## config.mk

```make
export PLATFORM = sky130hd
export DESIGN_NAME = instr_fetch
export DESIGN_NICKNAME = d
export VERILOG_FILES = /design/src/rtl/cpu_pkg.sv /design/src/rtl/fetch_fifo.sv /design/src/rtl/instr_fetch.sv
export SDC_FILE = /design/constraint.sdc
export NUM_CORES = 1
export LEC_CHECK = 0
export CORE_ASPECT_RATIO = 0.7
export CORE_MARGIN = 10
export CORE_UTILIZATION = 50
export DETAILED_ROUTE_END_ITERATION = 16
export PLACE_DENSITY = 0.9
export SLEW_MARGIN = 20
export SYNTH_ARGS = -nofsm -noshare
export SYNTH_HDL_FRONTEND = slang
export SYNTH_SLANG_ARGS = --single-unit
```

## constraint.sdc

```tcl
create_clock -name clk -period 6.45 [get_ports clk]
set_clock_uncertainty 0.1 [all_clocks]
set_input_delay 1.935 -clock clk [delete_from_list [all_inputs] [get_ports clk]]
set_output_delay 1.935 -clock clk [all_outputs]
set_load 0.005 [all_outputs]
```

## src/rtl/cpu_pkg.sv

```systemverilog
// Shared definitions for the 16-bit, 4-register datapath.
// Fetch and decode both import this package so they agree on the instruction format.
package cpu_pkg;

  localparam int INSTR_W    = 16;
  localparam int OPCODE_W   = 4;
  localparam int REG_ADDR_W = 2;
  localparam int IMM_W      = 8;

  // Opcode occupies the top nibble of every instruction word
  typedef enum logic [OPCODE_W-1:0] {
    OP_LW  = 4'b0000,
    OP_SW  = 4'b0001,
    OP_ADD = 4'b0010,
    OP_SUB = 4'b0011,
    OP_AND = 4'b0100,
    OP_OR  = 4'b0101,
    OP_XOR = 4'b0110,
    OP_NOT = 4'b0111,
    OP_SHL = 4'b1000,
    OP_SHR = 4'b1001,
    OP_BEQ = 4'b1010,
    OP_BNE = 4'b1011,
    OP_LI  = 4'b1100,
    OP_CLR = 4'b1101
  } opcode_t;

  function automatic opcode_t get_opcode(input logic [INSTR_W-1:0] word);
    return opcode_t'(word[INSTR_W-1 -: OPCODE_W]);
  endfunction

  function automatic logic is_branch(input logic [INSTR_W-1:0] word);
    return (get_opcode(word) == OP_BEQ) || (get_opcode(word) == OP_BNE);
  endfunction

endpackage

```

## src/rtl/fetch_fifo.sv

```systemverilog
// Circular instruction buffer between the memory response and the decoder.
// A push into an empty buffer is not visible on dout until the following cycle.
module fetch_fifo #(
  parameter int WIDTH = 24,
  parameter int DEPTH = 2
) (
  input  logic                         clk,
  input  logic                         rst_n,
  input  logic                         push,
  input  logic                         pop,
  input  logic                         flush,
  input  logic [WIDTH-1:0]             din,
  output logic [WIDTH-1:0]             dout,
  output logic [$clog2(DEPTH+1)-1:0]   count,
  output logic                         empty,
  output logic                         full
);

  localparam int AW = $clog2(DEPTH);
  localparam int CW = $clog2(DEPTH+1);
  localparam logic [CW-1:0] DEPTH_C = CW'(DEPTH);

  logic [WIDTH-1:0] storage [DEPTH];
  logic [AW-1:0]    rd_ptr;
  logic [AW-1:0]    wr_ptr;
  logic             do_push;
  logic             do_pop;

  assign empty   = (count == '0);
  assign full    = (count == DEPTH_C);
  assign do_pop  = pop & ~empty;
  assign do_push = push & (~full | do_pop);
  assign dout    = empty ? '0 : storage[rd_ptr];

  always_ff @(posedge clk) begin
    if (do_push && !flush) begin
      storage[wr_ptr] <= din;
    end
  end

  // Pointers wrap naturally because DEPTH is a power of two
  always_ff @(posedge clk or negedge rst_n) begin
    if (!rst_n) begin
      rd_ptr <= '0;
      wr_ptr <= '0;
      count  <= '0;
    end else if (flush) begin
      rd_ptr <= '0;
      wr_ptr <= '0;
      count  <= '0;
    end else begin
      if (do_push) begin
        wr_ptr <= wr_ptr + AW'(1);
      end
      if (do_pop) begin
        rd_ptr <= rd_ptr + AW'(1);
      end
      case ({do_push, do_pop})
        2'b10:   count <= count + CW'(1);
        2'b01:   count <= count - CW'(1);
        default: count <= count;
      endcase
    end
  end

  a_no_overflow : assert property (@(posedge clk) disable iff (!rst_n)
    !(push && full && !pop && !flush));

  a_no_underflow : assert property (@(posedge clk) disable iff (!rst_n)
    !(pop && empty && !flush));

endmodule

```

## src/rtl/instr_fetch.sv

```systemverilog
// Instruction fetch stage: owns the PC, reads a 1-cycle-latency instruction memory,
// buffers returned words and hands them to the decoder over valid/ready.
module instr_fetch
  import cpu_pkg::*;
#(
  parameter int              PC_W     = 8,
  parameter int              DEPTH    = 2,
  parameter logic [PC_W-1:0] RESET_PC = '0
) (
  input  logic               clk,
  input  logic               rst_n,
  output logic               imem_en,
  output logic [PC_W-1:0]    imem_addr,
  input  logic [INSTR_W-1:0] imem_rdata,
  input  logic               redirect,
  input  logic [PC_W-1:0]    redirect_pc,
  output logic [INSTR_W-1:0] instr,
  output logic [PC_W-1:0]    instr_pc,
  output logic               instr_valid,
  input  logic               instr_ready
);

  localparam int CW     = $clog2(DEPTH+1);
  localparam int FIFO_W = INSTR_W + PC_W;
  localparam logic [CW:0] DEPTH_L = (CW+1)'(DEPTH);

  logic [PC_W-1:0]   pc;
  logic [PC_W-1:0]   inflight_pc;
  logic              started;
  logic              inflight;
  logic              pop;
  logic              push;
  logic [CW-1:0]     count;
  logic              empty;
  logic              full;
  logic [CW:0]       occupancy;
  logic [FIFO_W-1:0] fifo_dout;

  // A redirect takes priority over a decoder accept and squashes the returning word
  assign instr_valid = ~empty;
  assign pop         = instr_valid & instr_ready & ~redirect;
  assign push        = inflight & ~redirect;

  // Slots already promised: buffered words plus the read in flight, minus this cycle's pop
  assign occupancy = (CW+1)'(count) + (CW+1)'(inflight) - (CW+1)'(pop);
  assign imem_en   = started & ~redirect & (occupancy < DEPTH_L);
  assign imem_addr = pc;

  assign {instr, instr_pc} = fifo_dout;

  // Holds fetch off until the first edge after reset release
  always_ff @(posedge clk or negedge rst_n) begin
    if (!rst_n) begin
      started <= 1'b0;
    end else begin
      started <= 1'b1;
    end
  end

  always_ff @(posedge clk or negedge rst_n) begin
    if (!rst_n) begin
      pc <= RESET_PC;
    end else if (redirect) begin
      pc <= redirect_pc;
    end else if (imem_en) begin
      pc <= pc + PC_W'(1);
    end
  end

  always_ff @(posedge clk or negedge rst_n) begin
    if (!rst_n) begin
      inflight    <= 1'b0;
      inflight_pc <= '0;
    end else begin
      inflight <= imem_en;
      if (imem_en) begin
        inflight_pc <= pc;
      end
    end
  end

  fetch_fifo #(
    .WIDTH (FIFO_W),
    .DEPTH (DEPTH)
  ) u_fifo (
    .clk   (clk),
    .rst_n (rst_n),
    .push  (push),
    .pop   (pop),
    .flush (redirect),
    .din   ({imem_rdata, inflight_pc}),
    .dout  (fifo_dout),
    .count (count),
    .empty (empty),
    .full  (full)
  );

  a_no_issue_when_full : assert property (@(posedge clk) disable iff (!rst_n)
    !(imem_en && full && !pop));

endmodule

```

# ---- After elaboration in Yosys (flattened, before gate mapping)
# Memories as Yosys holds them, arrays and structs flattened.
# Index checks and enable logic that the tools add are counted.
dict set report totals {
  ram_bits 48
  memories 1
  out_inout_bits 34
  ff_bits 22
  elab_cells 48
  input_bits 28
}
dict set report classes {
  n_reduce_logical 7
  eq_ne 3
  muxes 11
  n_bitwise 11
  n_addsub 7
  magnitude_cmp 1
}
# memory words width rd rd_ports_with_merged_regs wr line
set memory_table {}
lappend memory_table {u_fifo.storage 2 24 1 0 1 fetch_fifo.sv:23} ;# logic [WIDTH-1:0] storage [DEPTH];
# operator count
set op_table {}
lappend op_table {{$mux 24} 1}
lappend op_table {{$mux 8} 2}
lappend op_table {{$add 8x1->8 const B} 1}
lappend op_table {{$and 1x1->1} 7}
lappend op_table {{$mux 1} 6}
lappend op_table {{$reduce_bool 2->1} 3}
lappend op_table {{$eq 2x2->1 const B} 2}
lappend op_table {{$pmux 2 s2} 1}
lappend op_table {{$add 2x1->3} 1}
lappend op_table {{$lt 3x2->1 const B} 1}
lappend op_table {{$not 1->1} 3}
lappend op_table {{$reduce_bool 3->1} 1}
lappend op_table {{$sub 3x1->3} 1}
lappend op_table {{$add 1x1->1 const B} 2}
lappend op_table {{$add 2x1->2 const B} 1}
lappend op_table {{$eq 2x1->1 const B} 1}
lappend op_table {{$logic_not 2->1} 1}
lappend op_table {{$mux 2} 1}
lappend op_table {{$sub 2x1->2 const B} 1}
lappend op_table {{$logic_and 1x1->1} 1}
lappend op_table {{$logic_not 1->1} 1}
lappend op_table {{$or 1x1->1} 1}

# ---- Depth between registers and ports, before layout
dict set report logic_depth {
  word_depth 10
  mapped_depth 13
  depth_no_buf 10
}

# ---- Cells and area by module
# From an unflattened synthesis, not the netlist that was laid out.
dict set report hier_totals {
  cells_unflattened 218
  hier_area_um2 2932.8
}
# mod area_each_um2 cells_each n_inst seq_area_each_um2
set by_module_without_submodules {}
lappend by_module_without_submodules {fetch_fifo 2042.0 126 1 1541.5}
lappend by_module_without_submodules {instr_fetch 890.9 92 1 450.4}

# ---- Worst setup path before layout
# No wires, ideal clock.
dict set report synth_path {
  path_type {input to output}
  from {in redirect}
  to {out imem_en}
  path_stages 11
  path_slack_ns 0.220
  required_time_ns 4.415
  n_path_buf 4
  t_arrival_ns 4.195
  cell_sequence {buf_2 -> buf_1 -> nor2_1 -> ha_1 -> nand2b_1 -> fa_1 -> xor2_2 -> or3_1 -> buf_6 -> inv_1 -> buf_4}
}
dict set report synth_between {
  elab_chain_cells 5
  word_cells_on_any_way 6
  classes_between {add/sub: 1; order compare: 1; bitwise: 4}
}
# item line
set synth_rtl {}
lappend synth_rtl {{from (decl)} instr_fetch.sv:15} ;# input logic redirect,
lappend synth_rtl {{$not 1->1 *} {instr_fetch.sv:41, instr_fetch.sv:46}}
lappend synth_rtl {{$and 1x1->1} instr_fetch.sv:41} ;# assign pop = instr_valid & instr_ready & ~redirect;
lappend synth_rtl {{$sub 3x1->3} instr_fetch.sv:45} ;# assign occupancy = (CW+1)'(count) + (CW+1)'(inflight) - (CW+1)'(pop);
lappend synth_rtl {{$lt 3x2->1} instr_fetch.sv:46} ;# assign imem_en = started & ~redirect & (occupancy < DEPTH_L);
lappend synth_rtl {{$and 1x1->1 *} instr_fetch.sv:46}
lappend synth_rtl {{to (decl)} instr_fetch.sv:12} ;# output logic imem_en,
# Mark *: on every way between the ends. The rest lies on a longest branch, timed or not.

# ---- Final worst setup path
dict set report layout_path {
  from {in instr_ready}
  to {out imem_en}
}
dict set report layout_between {
  elab_chain_cells 5
}
# item line
set layout_rtl {}
lappend layout_rtl {{from (decl)} instr_fetch.sv:20} ;# input logic instr_ready
lappend layout_rtl {{$and 1x1->1 (2 in series)} instr_fetch.sv:41}
lappend layout_rtl {{$sub 3x1->3} instr_fetch.sv:45}
lappend layout_rtl {{$lt 3x2->1} instr_fetch.sv:46}
lappend layout_rtl {{$and 1x1->1} instr_fetch.sv:46}
# Every way passes these cells.

==> impl_results.md <==
* Vias per cell at 5.228
* Tightest Hold Check Type: reg -> reg
* Register area at 0.001992 mm^2
* Reg-to-Reg Start: u_fifo.count[1]
* CTS H-tree depth at 3
* Crit path launch type: input pin
* Post-Syn Area at 0.002905 mm^2
* Via count at 1929
* Peak VDD IR at 0.1586 mV
* Synth cell types at 37
* Worst path required time at 4410 ps
* Minimum clock period at 6246 ps
* NumNets Final at 320
* Largest net degree at the start of global routing at 26
* TNS Setup at 0 ps
* Final HPWL DP at 4293 um
* DRT Pass-1 Iters at 4
* Synthesis-to-layout area growth at 32.17%
* Max FO, Critical Path at 2
* Multi-input logic area at 843.3 um^2
* Clk sinks at 70
* Final instance area at 0.003840 mm^2
* Fmax at 160.1 MHz
* Worst-Margin Slew at 998.4 ps
* Cts hold-fix bufs at 0
* Syn Nets at 248
* Gate Count Post-Synth at 217
* Initial antenna violation count at 0
* Gp weighted congestion at 0.8634
* Die span in x at 111.1 um
* Starting DRT DRC Count at 79
* CTS Buffer Depth at 2
* Fill cell count at 412
* Status: finished clean
* Wire length per cell at 16.56 um
* First-pass GRT wire length at 10380 um
* Final worst setup slack at 204.3 ps
* Congestion Overflow GR at 0
* CTS tree: yes
* Crit Path Class: in -> out
* Pre-CTS WS at -208.2 ps
* Clock latency on the worst-skew pair at 340 ps
* Average cell area after synthesis at 13.39 um^2
* Tot Pwr at 1.037 mW
* Placed cell area at 0.003637 mm^2
* Routed WL at 6110 um
* Slew Viols, Final at 0
* Power density over the cells at 270.2 mW/mm^2
* Worst path cell trace: clkdlybuf4s50_1 -> o21ai_0 -> nor2_1 -> ha_1 -> nand2b_1 -> fa_1 -> xor2_2 -> or3_1 -> inv_1 -> clkbuf_2
* Io pins at 62
* Data arrival, critical path at 4210 ps
* Yosys warns at 0
* Root Driver: clkbuf_8
* Endpoint class of the critical path: primary output
* Hold Fails Final Rpt at 0
* Most common cell after layout, fill and taps aside: clkdlybuf4s50_1
* Final hold slack at 384.4 ps
* Core Rows at 23
* Leak at 1.411 nW
* Diode count at 0
* Worst-path clk slew at 70 ps
* Cts bufs inserted at 9
* Synth Register Bits at 70
* Max cap viols at 0
* Drc violations at 0
* Worst slew margin at 0.3337
* Gr usage total at 0.1370
* Period utilization at 0.9683
* Buffers on Ports at 61
* Crit-path max cell delay at 480 ps
* Layout cells sized above 1 at 0.1156
* Initial Utilization at 0.5125
* Post-route ant nets at 0
* Crit-path slowest cell: clkdlybuf4s50_1
* Worst path bufs/invs at 3
* Chip Height at 83.78 um
* Die area at 0.009308 mm^2
* Most frequent cells in the layout: 59 x clkdlybuf4s50_1, 48 x edfxtp_1, 35 x nand2_1, 29 x nor2_1, 24 x mux2i_1
* # setup viols final at 0
* RSZ-0062 raised after global routing: no
* Critical path's top delay family: buffers and inverters
* CP startpoint: instr_ready
* Area of the core at 0.005669 mm^2
* Sequential area share after synthesis at 0.6856
* Vias in the first global route at 2079
* Hold_sp: inflight_pc[3]
-- Yosys cell counts --
cell type  instances  area, um^2
o311ai_1           4       35.03
buf_1              1       3.750
a221o_2            1       11.26
nor2_1            30       112.6
buf_6              2       22.52
ha_1               2       25.02
o21ai_1            1       5.000
nor3_1             2       10.01
a311oi_1           1       8.760
clkbuf_1           3       11.26
nor4_2             1       12.51
nand3_1            3       15.01
a21oi_1            3       15.01
xnor2_1            1       8.760
a22oi_1            1       7.510
nand2b_1           3       18.77
or3_1              1       6.260
conb_1             1       3.750
o311ai_2           1       16.27
buf_2              3       15.01
edfxtp_1          48        1441
o31ai_1            1       7.510
nor3b_1            1       7.510
and4_1             1       8.760
dfrtp_1           22       550.5
buf_4              1       7.510
fa_1               1       20.02
a2111oi_0          1       8.760
xor2_2             1       16.27
xor2_1             2       17.52
o21ai_0            1       5.000
nand4_1            1       6.260
or2_2              1       6.260
o311ai_0           5       43.79
inv_1              6       22.52
nand2_1           35       131.4
mux2i_1           24       240.2
-- worst reg2reg max path: stages (launching register included) --
cell	delay [ps]
dfrtp_1	490
o21ai_0	260
nor2_1	70
ha_1	260
nand2b_1	160
fa_1	410
xor2_2	190
or3_1	370
buf_4	210
nor4_2	250
a221o_2	140
-- layout make-up --
cell class                      count  area share
Clock buffer                        9     0.03226
Multi-Input combinational cell    131      0.2196
Sequential cell                    70      0.5187
Inverter                            6    0.005865
Clock inverter                      7     0.02313
Tap cell                           75     0.02444
Timing Repair Buffer               71      0.1760
-- per-layer routing --
metal / up-vias / wire, um / GRT usage
met1: 935 / 2601 / 0.1631
met4: 0 / 63 / 0.03842
met3: 9 / 522 / 0.06681
li1: 923 / - / -
met2: 62 / 2922 / 0.2158
met5: - / 0 / 0
-- per-stage QoR --
stage / util / instances
4_1_cts: 0.6789 / 369
3_5_place_dp: 0.6416 / 353
3_3_place_gp: 0.6416 / 353
5_1_grt: 0.6773 / 369
2_1_floorplan: - / 217
6_report: 0.6773 / 369
-- report_power, final --
part / internal (mW) / switching, mW
sequential: 0.515 / 0.0253
clock: 0.215 / 0.155
combinational: 0.0697 / 0.0578
total: 0.799 / 0.238
-- what timing repair did --
item | in CTS | in global routing
resized for setup | 1 | 2
endpoints found under the setup margin | 1 | 1
setup buffers | 0 | 0
-- final timing paths --
path	endpoint	slack, ps	cells past startpoint
worst min-delay path	u_fifo.storage[0][3]	380	0
worst min register to register	u_fifo.storage[0][3]	380	0
max in group asynchronous	inflight_pc[4]	4450	1
worst max register to register	imem_addr[6]	3500	10
worst max-delay path	imem_en	200	10
min in group asynchronous	inflight_pc[6]	1450	1
-- flip-flops by register name, indices dropped and copies added (netlist names) --
signal / cells
started: 1
inflight: 1
u_fifo.count: 2
u_fifo.storage: 48
u_fifo.rd_ptr: 1
inflight_pc: 8
imem_addr: 8
u_fifo.wr_ptr: 1
-- cells by family (layout without fill, tap and decap cells) --
| group | Yosys count | after routing | synth area share |
|---|---|---|---|
| muxes | 24 | 24 | 0.08269 |
| xor gates and xnor gates | 4 | 4 | 0.01465 |
| adders and majority gates | 3 | 3 | 0.01550 |
| and+or+nand+nor | 79 | 79 | 0.1154 |
| other | 1 | 1 | 0.001291 |
| DFF | 70 | 70 | 0.6856 |
| buffers and inverters | 16 | 93 | 0.02842 |
| AOI/OAI and AO/OA | 20 | 20 | 0.05641 |
No activity file was read; power rests on OpenSTA's default activity.
